--- config.mk ---
export PLATFORM = sky130hd
export DESIGN_NAME = led_share_arbiter_flat
export DESIGN_NICKNAME = d
export VERILOG_FILES = /design/src/rtl/led_share_arbiter_if.sv /design/src/rtl/led_share_arbiter.sv /design/src/flat_wrapper.sv
export SDC_FILE = /design/constraint.sdc
export NUM_CORES = 1
export LEC_CHECK = 0
export BUFFER_PORTS_ARGS = -buffer_cell sky130_fd_sc_hd__buf_2
export CAP_MARGIN = 0
export CORE_MARGIN = 4
export CORE_UTILIZATION = 25
export DETAILED_ROUTE_END_ITERATION = 10
export HOLD_SLACK_MARGIN = 0.1
export SYNTH_ARGS = -nofsm -noshare
export SYNTH_HDL_FRONTEND = slang
export SYNTH_SLANG_ARGS = --single-unit
--- constraint.sdc ---
create_clock -name clk_i -period 4.4 [get_ports clk_i]
set_input_delay 0.88 -clock clk_i [delete_from_list [all_inputs] [get_ports clk_i]]
set_output_delay 0.88 -clock clk_i [all_outputs]
set_load 0.05 [all_outputs]
--- src/rtl/led_share_arbiter_if.sv ---
// rtl/led_share_arbiter_if.sv - client/arbiter bundle for the shared LED bank
//
// Purpose: groups the request, pattern and grant-side signals exchanged
//          between the LED clients and led_share_arbiter.
// Signals:
//   req      NUM_REQ        per-client request, level-sensitive
//   pattern  NUM_REQ*LED_W  client i pattern at [i*LED_W +: LED_W]
//   grant    NUM_REQ        one-hot current owner, zero when idle
//   leds     LED_W          registered LED drive
//   busy     1              high while any client owns the bank
// Modports: master = client side, slave = arbiter side.
interface led_share_arbiter_if #(
  parameter int NUM_REQ = 4,
  parameter int LED_W   = 4
);
  logic [NUM_REQ-1:0]       req;
  logic [NUM_REQ*LED_W-1:0] pattern;
  logic [NUM_REQ-1:0]       grant;
  logic [LED_W-1:0]         leds;
  logic                     busy;

  modport master (
    output req,
    output pattern,
    input  grant,
    input  leds,
    input  busy
  );

  modport slave (
    input  req,
    input  pattern,
    output grant,
    output leds,
    output busy
  );
endinterface

--- src/rtl/led_share_arbiter.sv ---
// rtl/led_share_arbiter.sv - round-robin time-slice arbiter for the LED bank
//
// Purpose: grants the LED bank to one requesting client at a time, drives
//          that client's pattern, and rotates ownership every SLICE_CYCLES
//          cycles while others wait. Drives IDLE_PATTERN when nobody owns it.
// Ports:
//   clk_i     system clock
//   reset_ni  asynchronous active-low reset
//   bus       slave side of led_share_arbiter_if (req/pattern in,
//             grant/leds/busy out, all outputs registered)
module led_share_arbiter #(
  parameter int                NUM_REQ      = 4,
  parameter int                LED_W        = 4,
  parameter int                SLICE_CYCLES = 25000000,
  parameter logic [LED_W-1:0]  IDLE_PATTERN = '0
) (
  input  logic               clk_i,
  input  logic               reset_ni,
  led_share_arbiter_if.slave bus
);

  localparam int IDX_W = (NUM_REQ > 1) ? $clog2(NUM_REQ) : 1;
  localparam int CNT_W = (SLICE_CYCLES > 1) ? $clog2(SLICE_CYCLES + 1) : 1;
  localparam logic [CNT_W-1:0] RELOAD = CNT_W'(SLICE_CYCLES - 1);

  typedef enum logic {
    IDLE = 1'b0,
    OWN  = 1'b1
  } state_t;

  state_t             state_q,     state_d;
  logic [IDX_W-1:0]   owner_q,     owner_d;
  logic [IDX_W-1:0]   rr_ptr_q,    rr_ptr_d;
  logic [CNT_W-1:0]   slice_cnt_q, slice_cnt_d;
  logic [NUM_REQ-1:0] grant_q,     grant_d;
  logic [LED_W-1:0]   leds_q,      leds_d;
  logic               busy_q,      busy_d;

  logic               pick_found;
  logic [IDX_W-1:0]   pick_idx;

  // First requester at or after base, wrapping modulo NUM_REQ.
  // Result is {found, index}.
  function automatic logic [IDX_W:0] rr_pick(input logic [NUM_REQ-1:0] r,
                                             input logic [IDX_W-1:0]   base);
    logic             found;
    logic [IDX_W-1:0] sel;
    int               idx;
    found = 1'b0;
    sel   = '0;
    for (int k = 0; k < NUM_REQ; k++) begin
      idx = (int'(base) + k) % NUM_REQ;
      if (!found && r[idx]) begin
        found = 1'b1;
        sel   = IDX_W'(idx);
      end
    end
    return {found, sel};
  endfunction

  function automatic logic [IDX_W-1:0] ptr_inc(input logic [IDX_W-1:0] p);
    return (p == IDX_W'(NUM_REQ - 1)) ? '0 : p + 1'b1;
  endfunction

  always_ff @(posedge clk_i or negedge reset_ni) begin
    if (!reset_ni) begin
      state_q     <= IDLE;
      owner_q     <= '0;
      rr_ptr_q    <= '0;
      slice_cnt_q <= '0;
      grant_q     <= '0;
      leds_q      <= IDLE_PATTERN;
      busy_q      <= 1'b0;
    end else begin
      state_q     <= state_d;
      owner_q     <= owner_d;
      rr_ptr_q    <= rr_ptr_d;
      slice_cnt_q <= slice_cnt_d;
      grant_q     <= grant_d;
      leds_q      <= leds_d;
      busy_q      <= busy_d;
    end
  end

  always_comb begin
    state_d     = state_q;
    owner_d     = owner_q;
    rr_ptr_d    = rr_ptr_q;
    slice_cnt_d = slice_cnt_q;
    grant_d     = '0;
    leds_d      = IDLE_PATTERN;
    busy_d      = 1'b0;
    pick_found  = 1'b0;
    pick_idx    = '0;

    unique case (state_q)
      IDLE: begin
        {pick_found, pick_idx} = rr_pick(bus.req, rr_ptr_q);
        if (pick_found) begin
          state_d     = OWN;
          owner_d     = pick_idx;
          slice_cnt_d = RELOAD;
        end
      end
      OWN: begin
        // Decision edge: owner released, or its slice ran out. Scanning
        // from owner+1 lets a sole requester be re-granted after expiry,
        // while a releasing owner is skipped because its req is low.
        if (!bus.req[owner_q] || (slice_cnt_q == '0)) begin
          rr_ptr_d = ptr_inc(owner_q);
          {pick_found, pick_idx} = rr_pick(bus.req, rr_ptr_d);
          if (pick_found) begin
            owner_d     = pick_idx;
            slice_cnt_d = RELOAD;
          end else begin
            state_d     = IDLE;
            slice_cnt_d = '0;
          end
        end else begin
          slice_cnt_d = slice_cnt_q - 1'b1;
        end
      end
      default: state_d = IDLE;
    endcase

    // Outputs follow the post-edge owner so grant and leds move together.
    if (state_d == OWN) begin
      grant_d[owner_d] = 1'b1;
      leds_d           = bus.pattern[owner_d*LED_W +: LED_W];
      busy_d           = 1'b1;
    end
  end

  assign bus.grant = grant_q;
  assign bus.leds  = leds_q;
  assign bus.busy  = busy_q;

endmodule

--- src/flat_wrapper.sv ---
// flat-port wrapper written by rule: the top's interface ports become plain ports
module led_share_arbiter_flat 
#(
  parameter int                NUM_REQ      = 4,
  parameter int                LED_W        = 4,
  parameter int                SLICE_CYCLES = 25000000,
  parameter logic [LED_W-1:0]  IDLE_PATTERN = '0
)
  (clk_i, reset_ni, bus_req, bus_pattern, bus_grant, bus_leds, bus_busy);
  led_share_arbiter_if #(.NUM_REQ(NUM_REQ), .LED_W(LED_W)) bus_i ();
  input  logic clk_i;
  input  logic reset_ni;
  input wire logic [$bits(bus_i.req)-1:0] bus_req;
  input wire logic [$bits(bus_i.pattern)-1:0] bus_pattern;
  output wire logic [$bits(bus_i.grant)-1:0] bus_grant;
  output wire logic [$bits(bus_i.leds)-1:0] bus_leds;
  output wire logic [$bits(bus_i.busy)-1:0] bus_busy;
  assign bus_i.req = bus_req;
  assign bus_i.pattern = bus_pattern;
  assign bus_grant = bus_i.grant;
  assign bus_leds = bus_i.leds;
  assign bus_busy = bus_i.busy;
  led_share_arbiter #(.NUM_REQ(NUM_REQ), .LED_W(LED_W), .SLICE_CYCLES(SLICE_CYCLES), .IDLE_PATTERN(IDLE_PATTERN)) u_core (.clk_i(clk_i), .reset_ni(reset_ni), .bus(bus_i));
endmodule
==> results.rst, run 1 <==
.. list-table::
   :header-rows: 1

   * - Metric
     - Value
   * - Worst flop-to-flop path startpoint
     - u_core.slice_cnt_q[9]$_DFFE_PN0P_
   * - Root cell of the clock tree
     - sky130_fd_sc_hd__clkbuf_8
   * - Area overhead of the layout relative to synthesis
     - 15.92%
   * - Total I/O pin count
     - 31
   * - Number of cell rows
     - 34
   * - Total via count after detailed routing
     - 2087
   * - Clock-pin slew on the worst setup and hold paths
     - 80 ps
   * - Detailed Place HPWL
     - 3950 um
   * - Total area of sequential cells
     - 950.9 um^2
   * - Final setup viols
     - 0
   * - Slowest-stage cell, CP
     - sky130_fd_sc_hd__o221ai_2
   * - Number of remaining DRC errors
     - 0
   * - Endpoint arrival time on the critical path
     - 3140 ps
   * - Final Max Slew Viols
     - 0
   * - Total track usage
     - 0.1139
   * - Cells taking the most area after synthesis
     - sky130_fd_sc_hd__dfrtp_1 (42%), sky130_fd_sc_hd__o21ai_0 (5.8%), sky130_fd_sc_hd__a21oi_1 (5.5%), sky130_fd_sc_hd__nor2_1 (5.2%), sky130_fd_sc_hd__mux2i_1 (4.0%)
   * - RR Endpoint
     - u_core.bus.leds[0]$_DFF_PN0_
   * - Cells traversed along the worst timing path
     - nor4_1, nand4_2, o21a_1, nand2b_4, o221ai_2, mux2i_1, o22ai_1
   * - Clock Path Buffers
     - 2
   * - Top cell family by delay on the critical path
     - compound AO/OA/AOI/OAI gates
   * - Post-route standard cell area excluding fillers
     - 2615 um^2
   * - Initial standard-cell utilization of the core
     - 0.2574
   * - Top library cells by usage in the layout, fill and taps aside
     - sky130_fd_sc_hd__dfrtp_1 (38), sky130_fd_sc_hd__nor2_1 (31), sky130_fd_sc_hd__buf_2 (30)
   * - Core Area
     - 8763 um^2
   * - PortBufs
     - 30
   * - Shortest period the worst path allows
     - 2965 ps
   * - Maximum fanout count along the critical path
     - 14
   * - Number of logic stages on the critical path including buffering
     - 7
   * - CTS tree
     - done
   * - Critical path capture point type
     - flip-flop
   * - First-pass DRT Iterations
     - 4
   * - First-pass GRT wire length
     - 9625 um
   * - Latest clock arrival within the worst-skew pair
     - 290 ps
   * - Share of synthesized registers carrying an async set or reset
     - 1.000
   * - Pin count of the biggest net entering global routing
     - 39
   * - Sequential fraction of the synthesis area
     - 0.4215
   * - TritonCTS Sinks
     - 38
   * - Register-to-register setup slack
     - 1440 ps
   * - Cts bufs inserted
     - 5
   * - Yosys Warn Count
     - 0
   * - Ratio of cells with drive above 1 in the final layout
     - 0.1809
   * - Number of antenna repair diodes
     - 0
   * - Classification of the worst-slack hold path
     - flip-flop to flip-flop
   * - Number of instances in the synthesized netlist
     - 255
   * - Final period utilization
     - 0.6738
   * - Nets@finish
     - 306
   * - Post-Route Setup TNS
     - 0 ps
   * - Floorplan die height
     - 103.0 um
   * - Timing startpoint of the critical path
     - u_core.slice_cnt_q[9]$_DFFE_PN0P_
   * - CTS H-tree depth
     - 2
   * - Number of storage elements in the synthesis netlist
     - 38
   * - Die Width
     - 103.0 um
   * - Number of global-route vias before repair
     - 1929
   * - Length in cells of the worst reg-to-reg path
     - 7
   * - CP bufs+invs
     - 0
   * - Most frequently used flop master after synthesis
     - sky130_fd_sc_hd__dfrtp_1
   * - Startpoint type of the worst setup path
     - flip-flop
   * - Per-cell via count in the routed design
     - 5.351
   * - Hold Fails Final Rpt
     - 0
   * - Maximum ir drop on the vdd rail
     - 0.3533 mV
   * - Highest cell delay on the worst timing path
     - 590 ps
   * - RSZ-0062 raised after global routing
     - no
   * - Violation count after the first detailed-routing iteration
     - 175
   * - GRT Residual Overflow
     - 0
   * - Most frequent standard cell in the layout excluding fill and tap cells
     - sky130_fd_sc_hd__dfrtp_1
   * - Post-synthesis cell type with the largest combined area
     - sky130_fd_sc_hd__dfrtp_1
   * - Pwr dens
     - 574.1 nW/um^2
   * - CTS hold repair buffers
     - 0
   * - Leakage power total
     - 1.082 nW
   * - Measured slew at the worst slew-check pin
     - 881.6 ps
   * - CP Data Required Time
     - 4580 ps
   * - Final Power
     - 1.501 mW
   * - Final routed wire length divided by cell count
     - 14.49 um
   * - Relative slew margins
     - 0.4122
   * - Netlist area before placement
     - 2256 um^2
   * - Total placed instance area
     - 2501 um^2
   * - Buffer count from post-CTS setup fixing
     - 0
   * - Total length of routed wires
     - 5652 um
   * - Netlist cell types
     - 50
   * - Syn nets
     - 280
   * - Filler Cells Inserted
     - 956
   * - Result of the run
     - finished, final reports clean
   * - Multi-input gate area
     - 1194 um^2
   * - Final cell utilization of the core
     - 0.2984
   * - Overall die area
     - 10610 um^2
   * - Worst setup endpoint
     - u_core.bus.leds[0]$_DFF_PN0_
   * - Fmax
     - 337.3 MHz
   * - DRT antenna net count
     - 0
   * - Max Cap Violations
     - 0
   * - Post-CTS Resized
     - 0
   * - Number of enable flip-flop cells after synthesis
     - 0
   * - Mean Syn Cell Area
     - 8.847 um^2
   * - Share of the synthesized area in the top cell type
     - 0.4215
   * - Final Skew
     - 6.831 ps
   * - Antenna violations before repair
     - 0
   * - Last weighted congestion value of the routability-driven placer
     - 0.9750
   * - Critical path class
     - flip-flop to flip-flop
[how the worst min path moves through the flow]
stage / cells after the start / to / slack [ps] / from
after floorplan: 1 / u_core.slice_cnt_q[23]$_DFFE_PN0P_ / 450 / u_core.slice_cnt_q[23]$_DFFE_PN0P_
after detailed placement: 1 / u_core.slice_cnt_q[23]$_DFFE_PN0P_ / 480 / u_core.slice_cnt_q[23]$_DFFE_PN0P_
after global routing: 1 / u_core.slice_cnt_q[23]$_DFFE_PN0P_ / 520 / u_core.slice_cnt_q[23]$_DFFE_PN0P_
after global placement: 1 / u_core.slice_cnt_q[23]$_DFFE_PN0P_ / 480 / u_core.slice_cnt_q[23]$_DFFE_PN0P_
after CTS: 1 / u_core.slice_cnt_q[23]$_DFFE_PN0P_ / 490 / u_core.slice_cnt_q[23]$_DFFE_PN0P_
final: 1 / u_core.slice_cnt_q[23]$_DFFE_PN0P_ / 490 / u_core.slice_cnt_q[23]$_DFFE_PN0P_
[report_power, final]
part / switching [mW] / internal [mW]
Combinational: 0.453 / 0.236
Clock: 0.134 / 0.169
Sequential: 0.0753 / 0.435
[worst register-to-register path: cells and delay by family (launching register included)]
kind | cells | cell delay [ps]
AO/OA/AOI/OAI | 3 | 1120
AND/OR/NAND/NOR | 3 | 1040
flip-flops | 1 | 430
multiplexers | 1 | 270
[sequential cells by signal, indices dropped and copies added, names as in the netlist]
register            flops
u_core.bus.busy         1
u_core.rr_ptr_q         2
u_core.owner_q          2
u_core.bus.grant        4
u_core.slice_cnt_q     25
u_core.bus.leds         4
[per-stage QoR]
| stage | setup WS (ps) | hold slack [ps] | instances |
|---|---|---|---|
| global placement | 1274 | 484.1 | 382 |
| global route | 1189 | 517.6 | 390 |
| detailed placement | 1206 | 476.7 | 382 |
| CTS | 1423 | 488.2 | 390 |
| floorplan | 1757 | 446.4 | 255 |
| finish | 1435 | 495.0 | 390 |
[logic make-up (layout without fill, tap and decap cells)]
logic type / Yosys count / after routing / synth area share
mux: 11 / 11 / 0.05491
flops: 38 / 38 / 0.4215
fa+ha+maj: 3 / 3 / 0.01664
compound gates: 91 / 91 / 0.2590
buf+inv: 29 / 56 / 0.05213
simple gates: 83 / 83 / 0.1958
[synth_stat cells (2+ instances only)]
| library cell | count |
|---|---|
| sky130_fd_sc_hd__a21oi_1 | 25 |
| sky130_fd_sc_hd__o22a_1 | 5 |
| sky130_fd_sc_hd__nor2_1 | 31 |
| sky130_fd_sc_hd__inv_1 | 16 |
| sky130_fd_sc_hd__a41oi_1 | 2 |
| sky130_fd_sc_hd__a2bb2oi_1 | 3 |
| sky130_fd_sc_hd__ha_1 | 3 |
| sky130_fd_sc_hd__clkbuf_1 | 8 |
| sky130_fd_sc_hd__o21ai_0 | 26 |
| sky130_fd_sc_hd__mux2i_1 | 9 |
| sky130_fd_sc_hd__nor3_1 | 6 |
| sky130_fd_sc_hd__dfrtp_1 | 38 |
| sky130_fd_sc_hd__nor4_1 | 7 |
| sky130_fd_sc_hd__nand2b_1 | 3 |
| sky130_fd_sc_hd__a31oi_1 | 9 |
| sky130_fd_sc_hd__nand2_1 | 16 |
| sky130_fd_sc_hd__nor4b_1 | 2 |
| sky130_fd_sc_hd__o22ai_1 | 4 |
| sky130_fd_sc_hd__buf_1 | 2 |
| sky130_fd_sc_hd__o31ai_1 | 6 |
| sky130_fd_sc_hd__nand3_1 | 5 |
[layout make-up]
type,instances,area share
multi-input combinational,188,0.4565
inverter,17,0.02440
sequential,38,0.3636
timing repair buffer,31,0.06029
tap,108,0.05167
clock buffer,5,0.02632
clock inverter,3,0.01722
[metal layers]
layer  vias up  GRT usage  wire length [um]
li1        996          -                 -
met1      1009     0.1615              2643
met2        73     0.1702              2618
met3         9    0.02706               304
met5         -          0                 0
met4         0    0.03785                86
Power figures use the tool's default switching activity.
==> inputs of run 2 (changes only) <==
clock period = 2.75 ns   (was 4.4 ns; I/O delays follow)
==> results.rst, run 2 (synthesis gave the netlist of run 1 again) <==
.. list-table::
   :header-rows: 1

   * - Metric
     - Value
   * - CP Data Required Time
     - 2910 ps
   * - GRT Residual Overflow
     - 0
   * - Relative slew margins
     - 0.4357
   * - Worst slack at placement
     - 137.1 ps
   * - DRT antenna net count
     - 0
   * - Length in cells of the worst reg-to-reg path
     - 7
   * - Total I/O pin count
     - 31
   * - Post-route standard cell area excluding fillers
     - 2730 um^2
   * - Pwr dens
     - 949.2 nW/um^2
   * - Ratio of cells with drive above 1 in the final layout
     - 0.2089
   * - Final cell utilization of the core
     - 0.3115
   * - Cells traversed along the worst timing path
     - nor4_1, nand4_2, o21a_1, nand2b_4, o221ai_4, mux2i_1, o22ai_1
   * - Number of remaining DRC errors
     - 0
   * - Floorplan die height
     - 103.0 um
   * - Total length of routed wires
     - 5686 um
   * - Number of antenna repair diodes
     - 0
   * - Endpoint arrival time on the critical path
     - 2560 ps
   * - Leakage power total
     - 1.155 nW
   * - Shortest period the worst path allows
     - 2400 ps
   * - Critical path capture point type
     - flip-flop
   * - Core Area
     - 8763 um^2
   * - Die Width
     - 103.0 um
   * - Number of cell rows
     - 34
   * - Total placed instance area
     - 2576 um^2
   * - Classification of the worst-slack hold path
     - input pin to asynchronous set/reset pin
   * - Top library cells by usage in the layout, fill and taps aside
     - sky130_fd_sc_hd__dfrtp_1 (38), sky130_fd_sc_hd__nor2_1 (31), sky130_fd_sc_hd__buf_2 (30)
   * - CTS tree
     - done
   * - Latest clock arrival within the worst-skew pair
     - 290 ps
   * - Measured slew at the worst slew-check pin
     - 846.5 ps
   * - Number of flip-flops in the largest register
     - 25
   * - Critical path class
     - flip-flop to flip-flop
   * - Maximum fanout count along the critical path
     - 11
   * - Max Cap Violations
     - 0
   * - Maximum ir drop on the vdd rail
     - 0.6061 mV
   * - Nets@finish
     - 316
   * - First-pass GRT wire length
     - 9646 um
   * - Slowest-stage cell, CP
     - sky130_fd_sc_hd__dfrtp_1
   * - Placed cells
     - 392
   * - First-pass DRT Iterations
     - 4
   * - Result of the run
     - finished, final reports clean
   * - Buffer count from post-CTS setup fixing
     - 0
   * - Pin count of the biggest net entering global routing
     - 39
   * - Number of global-route vias before repair
     - 1998
   * - Register-to-register setup slack
     - 350 ps
   * - RR Endpoint
     - u_core.bus.leds[2]$_DFF_PN0_
   * - Least setup slack across all paths after layout
     - 350.0 ps
   * - Startpoint type of the worst setup path
     - flip-flop
   * - Area overhead of the layout relative to synthesis
     - 21.02%
   * - Final Max Slew Viols
     - 0
   * - Total via count after detailed routing
     - 2109
   * - Overall die area
     - 10610 um^2
   * - TritonCTS Sinks
     - 38
   * - Most frequent standard cell in the layout excluding fill and tap cells
     - sky130_fd_sc_hd__dfrtp_1
   * - Final setup viols
     - 0
   * - Detailed Place HPWL
     - 4013 um
   * - Final routed wire length divided by cell count
     - 14.22 um
   * - PortBufs
     - 30
   * - Initial standard-cell utilization of the core
     - 0.2574
   * - CTS H-tree depth
     - 2
   * - Register with the most flip-flops
     - u_core.slice_cnt_q
   * - Total area of sequential cells
     - 950.9 um^2
   * - Last weighted congestion value of the routability-driven placer
     - 0.8963
   * - Highest cell delay on the worst timing path
     - 440 ps
   * - Clock Path Buffers
     - 2
   * - Total track usage
     - 0.1117
   * - Worst flop-to-flop path startpoint
     - u_core.slice_cnt_q[8]$_DFFE_PN0P_
   * - Antenna violations before repair
     - 0
   * - Clock-pin slew on the worst setup and hold paths
     - 80 ps
   * - Root cell of the clock tree
     - sky130_fd_sc_hd__clkbuf_8
   * - Filler Cells Inserted
     - 936
   * - RSZ-0062 raised after global routing
     - no
   * - Cts bufs inserted
     - 5
   * - Violation count after the first detailed-routing iteration
     - 143
   * - Final period utilization
     - 0.8727
   * - Hold Fails Final Rpt
     - 0
   * - Multi-input gate area
     - 1205 um^2
   * - Post-route insts no fill
     - 400
   * - Per-cell via count in the routed design
     - 5.273
   * - Final Skew
     - 7.475 ps
   * - Post-Route Setup TNS
     - 0 ps
   * - Fmax
     - 416.7 MHz
## run 2: layout make-up
| class | instances | share of cell area |
|---|---|---|
| sequential | 38 | 0.3483 |
| tap | 108 | 0.04950 |
| clock buffer | 6 | 0.03025 |
| clock inverter | 2 | 0.02200 |
| timing repair buffer | 41 | 0.08524 |
| multi-input combinational | 188 | 0.4413 |
| inverter | 17 | 0.02337 |
## run 2: through the flow
step	hold WS [ps]	power, mW
floorplan	254.4	1.704
global placement	474.8	1.963
detailed placement	476.8	1.981
CTS	403.4	2.580
global route	440.5	2.768
finish	357.8	2.591
## run 2: worst max-delay path, delay by kind of cell (launching register included)
kind            cells  cell delay [ps]
mux                 1              250
compound gates      3              750
flops               1              440
simple gates        3              820
## run 2: timing repair
item	4_1_cts	5_1_grt
endpoints found under the setup margin	0	4
gates resized for setup	0	1
hold buffers	0	0
## run 2: worst max path at each step
stage,start,slack [ps],cells past startpoint,to
3_3_place_gp,bus_req[2],160,7,u_core.bus.leds[2]$_DFF_PN0_
4_1_cts,u_core.slice_cnt_q[5]$_DFFE_PN0P_,170,7,u_core.bus.leds[2]$_DFF_PN0_
2_1_floorplan,bus_req[2],440,8,u_core.bus.leds[0]$_DFF_PN0_
6_report,u_core.slice_cnt_q[8]$_DFFE_PN0P_,350,7,u_core.bus.leds[2]$_DFF_PN0_
3_5_place_dp,bus_req[2],140,7,u_core.bus.leds[0]$_DFF_PN0_
5_1_grt,u_core.slice_cnt_q[5]$_DFFE_PN0P_,130,7,u_core.bus.leds[2]$_DFF_PN0_
## run 2: layer usage
layer	global-route usage	vias to the layer above	routed length, um
li1	-	1006	-
met3	0.02368	14	263
met5	0	-	0
met1	0.1528	1028	2717
met4	0.02888	0	87
met2	0.1796	61	2616
## run 2: report_power, final
group / internal, mW / total, mW / leakage [nW] / switching, mW
sequential: 0.696 / 0.819 / 0.431 / 0.123
combinational: 0.428 / 1.18 / 0.652 / 0.754
clock: 0.387 / 0.591 / 0.0714 / 0.204
